File: config.mk
export PLATFORM = sky130hd
export DESIGN_NAME = soc_system_pio_out_ext
export DESIGN_NICKNAME = d
export VERILOG_FILES = /design/src/rtl/soc_system_pio_out_ext.sv
export SDC_FILE = /design/constraint.sdc
export NUM_CORES = 1
export LEC_CHECK = 0
export ABC_AREA = 1
export CORE_MARGIN = 8
export CORE_UTILIZATION = 27
export DETAILED_ROUTE_END_ITERATION = 16
export GPL_ROUTABILITY_DRIVEN = 0
export PLACE_DENSITY_LB_ADDON = 0.3
export SYNTH_ARGS = -nofsm -noshare
export SYNTH_HDL_FRONTEND = slang
export SYNTH_SLANG_ARGS = --single-unit
export TNS_END_PERCENT = 5
File: constraint.sdc
create_clock -name clk -period 3.9 [get_ports clk]
set_input_delay 0.78 -clock clk [delete_from_list [all_inputs] [get_ports clk]]
set_output_delay 0.78 -clock clk [all_outputs]
set_load 0.01 [all_outputs]
File: src/rtl/soc_system_pio_out_ext.sv
// -----------------------------------------------------------------------------
// soc_system_pio_out_ext
//
// This is an Avalon-MM output port (PIO) with set, clear and toggle write
// aliases. Each output bit can also blink under a common divider.
//
// The register map uses word addresses:
//   0 DATA      (R/W)  output data value
//   1 SET       (W)    DATA |=  writedata  (a read returns DATA)
//   2 CLEAR     (W)    DATA &= ~writedata  (a read returns DATA)
//   3 TOGGLE    (W)    DATA ^=  writedata  (a read returns DATA)
//   4 BLINK_EN  (R/W)  per-bit blink enable
//   5 BLINK_DIV (R/W)  half-period minus one, in clk cycles (0 = no blink)
//   6-7                reserved: reads return 0 and writes are ignored
//
// Ports:
//   clk         sole clock; all state changes on its rising edge
//   reset       asynchronous active-high reset
//   address     Avalon-MM word address
//   chipselect  slave select
//   write_n     active-low write strobe
//   writedata   write data; bits above the register width are ignored
//   readdata    combinational read data, zero-extended, ignores chipselect
//   out_port    registered pin value
// -----------------------------------------------------------------------------
module soc_system_pio_out_ext #(
    parameter int          WIDTH       = 19,
    parameter int unsigned RESET_VALUE = 1023,
    parameter int          DIV_WIDTH   = 16
) (
    input  logic             clk,
    input  logic             reset,
    input  logic [2:0]       address,
    input  logic             chipselect,
    input  logic             write_n,
    input  logic [31:0]      writedata,
    output logic [31:0]      readdata,
    output logic [WIDTH-1:0] out_port
);

    localparam logic [WIDTH-1:0] RESET_DATA = WIDTH'(RESET_VALUE);

    logic [WIDTH-1:0]     data_reg,      data_next;
    logic [WIDTH-1:0]     blink_en_reg,  blink_en_next;
    logic [DIV_WIDTH-1:0] blink_div_reg, blink_div_next;
    logic [DIV_WIDTH-1:0] cnt_reg,       cnt_next;
    logic                 phase_reg,     phase_next;
    logic [WIDTH-1:0]     out_port_reg,  out_port_next;

    logic                 wr_en;
    logic [WIDTH-1:0]     wr_bits;
    logic [DIV_WIDTH-1:0] wr_div;

    assign wr_en   = chipselect & ~write_n;
    assign wr_bits = writedata[WIDTH-1:0];
    assign wr_div  = writedata[DIV_WIDTH-1:0];

    // Register write decode
    always_comb begin
        data_next      = data_reg;
        blink_en_next  = blink_en_reg;
        blink_div_next = blink_div_reg;
        if (wr_en) begin
            case (address)
                3'd0:    data_next      = wr_bits;
                3'd1:    data_next      = data_reg | wr_bits;
                3'd2:    data_next      = data_reg & ~wr_bits;
                3'd3:    data_next      = data_reg ^ wr_bits;
                3'd4:    blink_en_next  = wr_bits;
                3'd5:    blink_div_next = wr_div;
                default: ;
            endcase
        end
    end

    // Blink counter. CNT runs from 0 to BLINK_DIV inclusive, so each phase
    // lasts BLINK_DIV+1 cycles. A divider write restarts the blink in the
    // high phase, and it takes priority over the terminal-count update. The
    // restart also keeps CNT from running past a lowered divider.
    always_comb begin
        cnt_next   = cnt_reg;
        phase_next = phase_reg;
        if (wr_en && address == 3'd5) begin
            cnt_next   = '0;
            phase_next = 1'b1;
        end else if (blink_div_reg == '0) begin
            cnt_next   = '0;
            phase_next = 1'b1;
        end else if (cnt_reg == blink_div_reg) begin
            cnt_next   = '0;
            phase_next = ~phase_reg;
        end else begin
            cnt_next   = cnt_reg + DIV_WIDTH'(1);
        end
    end

    // The pin value is built from the next-state values. This gives exactly
    // one cycle from a write edge to the pin change. A blinking bit is
    // forced low during the low phase.
    generate
        for (genvar gi = 0; gi < WIDTH; gi++) begin : g_out_bit
            assign out_port_next[gi] = data_next[gi] & (~blink_en_next[gi] | phase_next);
        end
    endgenerate

    always_ff @(posedge clk or posedge reset) begin
        if (reset) begin
            data_reg      <= RESET_DATA;
            blink_en_reg  <= '0;
            blink_div_reg <= '0;
            cnt_reg       <= '0;
            phase_reg     <= 1'b1;
            out_port_reg  <= RESET_DATA;
        end else begin
            data_reg      <= data_next;
            blink_en_reg  <= blink_en_next;
            blink_div_reg <= blink_div_next;
            cnt_reg       <= cnt_next;
            phase_reg     <= phase_next;
            out_port_reg  <= out_port_next;
        end
    end

    assign out_port = out_port_reg;

    // Read mux: SET, CLEAR and TOGGLE alias DATA on reads
    always_comb begin
        readdata = '0;
        case (address)
            3'd0, 3'd1, 3'd2, 3'd3: readdata[WIDTH-1:0]     = data_reg;
            3'd4:                   readdata[WIDTH-1:0]     = blink_en_reg;
            3'd5:                   readdata[DIV_WIDTH-1:0] = blink_div_reg;
            default:                ;
        endcase
    end

endmodule

==> impl_metrics.py, run 1 <==
metrics = {
    "status": {
        "status": "finished clean",
    },
    "synth": {
        "synth.largest_area_cell": "dfrtp_1",
        "synth_top_family_by_area": "simple AND/OR/NAND/NOR gates",
        "synth_cells": 688,
        "synth-compound-area-share_pct": 13.8,
        "synth_cell_type_count": 34,
        "yosysMostFrequentCell": "nand2_1",
        "ys.flop_type": "dfrtp_1",
        "synth_top_area_share_pct": 31.3,
        "synth-seq-cells": 90,
        "synthMuxAreaShare_pct": 0,
        "synthSimpleGateAreaFrac_pct": 21.8,
        "synth_adder_area_share_pct": 8.85,
        "ys_top_cells_by_count": "179 x nand2_1, 112 x inv_1, 69 x dfrtp_1",
        "ys_seq_area_share_pct": 41.3,
        "avgSynthCellArea_sq_um": 8.01,
        "synthXorXnorAreaFrac_pct": 0.953,
        "async_flop_share_pct": 100,
        "netlist_area_sq_um": 5510,
        "synthTopCellsByArea": "dfrtp_1 31%, nand2_1 12%, dfstp_2 10%",
        "synth_edf_count": 0,
        "yosys_warnings": 0,
    },
    "worst_setup_path": {
        "cp_slowest_cell": "clkdlybuf4s50_1",
        "critical-path-top-delay-family": "buffers and inverters",
        "start_kind": "input port",
        "end_kind": "primary output",
        "path_max_fanout": 20,
        "worstPathCellList": "clkdlybuf4s50_1 > inv_2 > nand2_1 > nor2_1 > buf_4 > nand2_1 > o221ai_1 > clkdlybuf4s50_1",
        "critPathKind": "in -> out",
        "cp.required_ns": 3.12,
        "worstPathArrival_ns": 2.72,
        "worst-path-buf-inv": 4,
        "max_stage_delay_ns": 0.62,
    },
    "clock_tree": {
        "clk_path_buf_depth": 2,
        "htreeDepth": 3,
        "cts_tree": "done",
        "clkLatencyLatePin_ns": 0.35,
        "cts_setup_buffers": 0,
        "cts-root-buf": "clkbuf_16",
        "path_clk_slew_ns": 0.06,
        "cts.repair.resized": 0,
        "cts_buffers": 9,
        "cts.sinks": 90,
        "cts-hold-fix-buffers": 0,
    },
    "drt": {
        "wl_per_cell_microns": 14.6,
        "wl_microns": 15000,
        "first_iter_violations": 322,
        "route.vias.total": 4533,
        "route.detailed.drc": 0,
        "antenna_left": 0,
        "dr.pass1.iters": 5,
        "avgViaCountPerCell": 4.44,
    },
    "global_route": {
        "grt_max_degree": 44,
        "grt_pass1_vias": 4587,
        "grt_use_total_pct": 12.4,
        "grt_overflow": 0,
        "grt_pass1_wl_microns": 24900,
        "antenna_found_initial": 0,
    },
    "pwr": {
        "peakVddDrop_mv": 0.195,
        "p_leak_nw": 3.22,
        "total_power_w": 0.00302,
        "powerDensity_nw_per_um2": 453,
    },
    "sta": {
        "period_share_pct": 89.8,
        "clock_skew_ns": 0.00938,
        "period_needed_ns": 3.50,
        "setup_slack_ns": 0.400,
        "slew_headroom_pct": 36.7,
        "grt_setup_unrepaired": "no",
        "tightest_slew_ns": 0.947,
        "fin_tns_setup_ns": 0,
        "slew_violations": 0,
        "finalSetupViolCount": 0,
        "hold_viol": 0,
        "timing.fmax_mhz": 286,
    },
    "floorplanning": {
        "dieArea_sq_um": 25200,
        "rows": 52,
        "die-height_microns": 159,
        "ios": 90,
        "coreArea_sq_um": 20100,
        "fp.dieW_microns": 159,
        "start_util_pct": 27.4,
    },
    "final_layout": {
        "fin_util_pct": 33.1,
        "antennaDiodeCount": 0,
        "drive_gt1_share_pct": 11.4,
        "nets": 825,
        "fill_cells": 2116,
        "final_cells": 1022,
        "area_growth_pct": 20.7,
        "regArea_sq_um": 2280,
        "multi_input_area_sq_um": 2550,
    },
    "placed_design": {
        "place_hpwl_microns": 10800,
        "port_buffers": 63,
        "placed_cells": 1006,
        "pre_cts_slack_ns": 0.415,
    },
    "flow_run": {
        "maxCapViolCount": 0,
    },
    "hold_path": {
        "hold_path_class": "reg -> reg",
    },
}
## worst reg2reg max path: cells and delay by family, from the launching register on
| kind | cells | cell delay, ns |
|---|---|---|
| buffers and inverters | 2 | 0.78 |
| flip-flops | 1 | 0.39 |
| AND/OR/NAND/NOR | 6 | 1.05 |
## final timing paths
kind | from | endpoint | slack, ns | cells past startpoint
min in group asynchronous | reset | out_port[14] | 0.89 | 2
max in group asynchronous | reset | data_reg[4] | 2.21 | 3
worst min-delay path | cnt_reg[0] | cnt_reg[0] | 0.50 | 1
worst max-delay path | address[1] | readdata[15] | 0.40 | 8
worst min register to register | cnt_reg[0] | cnt_reg[0] | 0.50 | 1
worst max register to register | blink_div_reg[1] | cnt_reg[4] | 1.61 | 8
## cell type report
class | instances | share of cell area, %
inverters | 121 | 6.84
clock inverters | 6 | 0.996
repair buffers | 74 | 10.9
clock buffers | 10 | 3.59
flip-flops and latches | 90 | 34.2
multi-input cells | 451 | 38.4
well taps | 270 | 5.08
## power breakdown
group | switching, W | leakage [nW] | internal [W]
Clock | 0.000384 | 0.141 | 0.000514
Sequential | 0.000110 | 1.07 | 0.00115
Combinational | 0.000498 | 2.01 | 0.000362
Total | 0.000991 | 3.22 | 0.00203
## cells in the final DEF (no fill, tap or decap), types with 2 or more instances in the layout
cell | netlist | routed
a21oi_1 | 23 | 23
a22o_1 | 5 | 5
a31oi_1 | 7 | 7
a31oi_2 | 8 | 8
buf_4 | 15 | 10
clkbuf_16 | 0 | 9
clkdlybuf4s50_1 | 0 | 63
clkinv_2 | 0 | 2
clkinvlp_4 | 0 | 3
conb_1 | 1 | 13
dfrtp_1 | 69 | 69
dfstp_2 | 21 | 21
ha_1 | 39 | 39
inv_1 | 112 | 111
inv_2 | 9 | 9
nand2_1 | 179 | 179
nand2_4 | 2 | 2
nand3_1 | 24 | 24
nand4_1 | 4 | 4
nor2_1 | 37 | 37
nor2_4 | 3 | 3
nor3_1 | 5 | 5
nor3_4 | 3 | 3
o21ai_0 | 35 | 35
o21ai_1 | 18 | 18
o221ai_1 | 21 | 21
or2_1 | 5 | 5
or2_2 | 9 | 9
xor2_1 | 5 | 5
## logic make-up after synthesis
group	after synthesis
AND/OR/NAND/NOR	275
buffers and inverters	159
AO/OA/AOI/OAI	118
flip-flops	90
adder cells (fa/ha/maj)	39
XOR/XNOR	6
other	1
## per-layer routing
layer	routed length, microns	track usage (%)
met3	511	2.74
met5	0	0
met2	7040	20.6
met1	7170	15.7
met4	223	3.99
## stage by stage
stage,instance area [sq um],hold slack [ns]
after global routing,6660,0.527
after floorplan,5560,0.454
after detailed placement,6350,0.477
after global placement,6350,0.482
final,6660,0.496
after CTS,6660,0.492
No activity file was read; power rests on OpenSTA's default activity.
==> inputs of run 2 (changes only) <==
--- a/config.mk
+++ b/config.mk
@@ -6,11 +6,13 @@
 export NUM_CORES = 1
 export LEC_CHECK = 0
 export ABC_AREA = 1
+export CAP_MARGIN = 20
 export CORE_MARGIN = 8
 export CORE_UTILIZATION = 27
 export DETAILED_ROUTE_END_ITERATION = 16
 export GPL_ROUTABILITY_DRIVEN = 0
 export PLACE_DENSITY_LB_ADDON = 0.3
+export SLEW_MARGIN = 40
 export SYNTH_ARGS = -nofsm -noshare
 export SYNTH_HDL_FRONTEND = slang
 export SYNTH_SLANG_ARGS = --single-unit
==> run 2 against run 1 <==
  * Wire length increased by 1.1%
  * Clock skew decreased by 0.0011 ns
  * Total power increased by 0.59%
  * Hold slack got worse by 0.0025 ns
  * Register-to-register slack got worse by 0.22 ns
  * Via count increased by 1.5%
==> impl_metrics.py, run 2 (synthesis results as in run 1) <==
metrics = {
    "global_route": {
        "grt_use_total_pct": 12.3,
        "grt_pass1_vias": 4638,
        "grt_pass1_wl_microns": 25100,
        "grt_overflow": 0,
        "grt_max_degree": 44,
        "antenna_found_initial": 0,
    },
    "worst_setup_path": {
        "cp_slowest_cell": "clkdlybuf4s50_1",
        "start_kind": "input port",
        "critPathKind": "in -> out",
        "worst_r2r_startpoint": "blink_div_reg[7]",
        "worst-path-buf-inv": 3,
        "r2r-end": "cnt_reg[4]",
        "end_kind": "primary output",
        "max_stage_delay_ns": 0.61,
        "worstRegToRegCells": 8,
        "r2r_slack_ns": 1.39,
        "cp.required_ns": 3.12,
        "path_max_fanout": 17,
        "critical-path-top-delay-family": "buffers and inverters",
        "cp_common_cell": "clkdlybuf4s50_1",
        "worstPathArrival_ns": 2.68,
        "worstPathCellList": "clkdlybuf4s50_1 > inv_2 > nor2_4 > nand2_4 > o221ai_1 > clkdlybuf4s50_1",
    },
    "hold_path": {
        "holdPathEnd": "cnt_reg[0]",
        "min_path_cells": 1,
        "hold_path_class": "reg -> reg",
        "min_from": "cnt_reg[0]",
    },
    "drt": {
        "wl_per_cell_microns": 14.8,
        "first_iter_violations": 312,
        "wl_microns": 15100,
        "route.vias.total": 4599,
        "antenna_left": 0,
        "dr.pass1.iters": 5,
        "route.detailed.drc": 0,
        "avgViaCountPerCell": 4.50,
    },
    "final_layout": {
        "finalInstanceArea_sq_um": 6660,
        "layout_common_cells": "178 x nand2_1, 110 x inv_1, 69 x dfrtp_1",
        "drive_gt1_share_pct": 11.6,
        "antennaDiodeCount": 0,
        "final_common_cell": "nand2_1",
        "nets": 825,
        "area_growth_pct": 20.9,
    },
    "sta": {
        "period_needed_ns": 3.46,
        "finalSetupViolCount": 0,
        "timing.fmax_mhz": 289,
        "grt_setup_unrepaired": "no",
        "tightest_slew_ns": 0.808,
        "setup_slack_ns": 0.436,
        "period_share_pct": 88.8,
        "hold_viol": 0,
        "clock_skew_ns": 0.00832,
        "fin_tns_setup_ns": 0,
        "slew_violations": 0,
        "slew_headroom_pct": 45.8,
    },
    "clock_tree": {
        "cts_tree": "done",
        "cts_setup_buffers": 0,
        "cts-root-buf": "clkbuf_16",
        "cts.repair.resized": 0,
        "cts_buffers": 9,
        "htreeDepth": 3,
        "clk_path_buf_depth": 2,
        "cts.sinks": 90,
        "cts-hold-fix-buffers": 0,
        "path_clk_slew_ns": 0.07,
        "clkLatencyLatePin_ns": 0.35,
    },
    "pwr": {
        "powerDensity_nw_per_um2": 456,
        "total_power_w": 0.00304,
        "peakVddDrop_mv": 0.193,
        "p_leak_nw": 3.23,
    },
    "placed_design": {
        "pre_cts_slack_ns": 0.412,
        "place_hpwl_microns": 10800,
        "place_area_sq_um": 6360,
        "port_buffers": 63,
    },
    "floorplanning": {
        "ios": 90,
        "dieArea_sq_um": 25200,
        "start_util_pct": 27.4,
        "fp.dieW_microns": 159,
        "die-height_microns": 159,
        "coreArea_sq_um": 20100,
        "rows": 52,
    },
    "status": {
        "status": "finished clean",
    },
    "flow_run": {
        "maxCapViolCount": 0,
    },
}
==> run 2: cell types whose count changed in the layout (fill, tap and decap cells not counted), sizes merged <==
cell      previous run  this run
inv                120       119
clkinvlp             3         1
clkbuf              10        11
clkinv               3         5
==> run 2: report_power, final <==
group          internal [W]  total, W  leakage (nW)  switching, W
clock network      0.000529  0.000915         0.151      0.000386
registers           0.00115   0.00126          1.07      0.000110
logic              0.000363  0.000861          2.01      0.000499
total               0.00204   0.00304          3.23      0.000994
==> run 2: final cells by class <==
cell class              count  area (sq um)
clock buffers              11           253
clock inverters             5          52.6
fillers                  2137         13400
inverters                 121           459
multi-input cells         451          2550
flip-flops and latches     90          2280
well taps                 270           338
repair buffers             74           726
==> run 2: metrics by stage <==
step	util, %	hold slack [ns]	instances
floorplan	-	0.454	700
global placement	31.6	0.482	1006
detailed placement	31.6	0.477	1006
CTS	33.1	0.492	1022
global route	33.1	0.527	1022
finish	33.1	0.494	1022
==> run 2: how the worst max path moves through the flow <==
| stage | startpoint | cells past startpoint | to |
|---|---|---|---|
| detailed placement | address[1] | 8 | readdata[15] |
| global placement | address[0] | 6 | readdata[15] |
| global route | address[0] | 6 | readdata[15] |
| finish | address[0] | 6 | readdata[4] |
| floorplan | reset | 1 | blink_div_reg[0] |
| CTS | address[0] | 6 | readdata[15] |
==> run 2: worst reg2reg max path, stage by stage (launching register included) <==
cell and delay, ns:
dfrtp_1 0.38, inv_1 0.14, nand4_1 0.13, nor3_1 0.21
nand2_1 0.08, nand2_1 0.09, clkinv_1 0.63, nand2_1 0.62
nor3b_1 0.10
==> run 2: per-layer routing <==
layer	global-route usage [%]	vias up	routed length (microns)
li1	-	2282	-
met1	15.9	2188	7040
met2	20.2	109	7100
met3	2.40	20	706
met4	4.50	0	279
met5	0	-	0
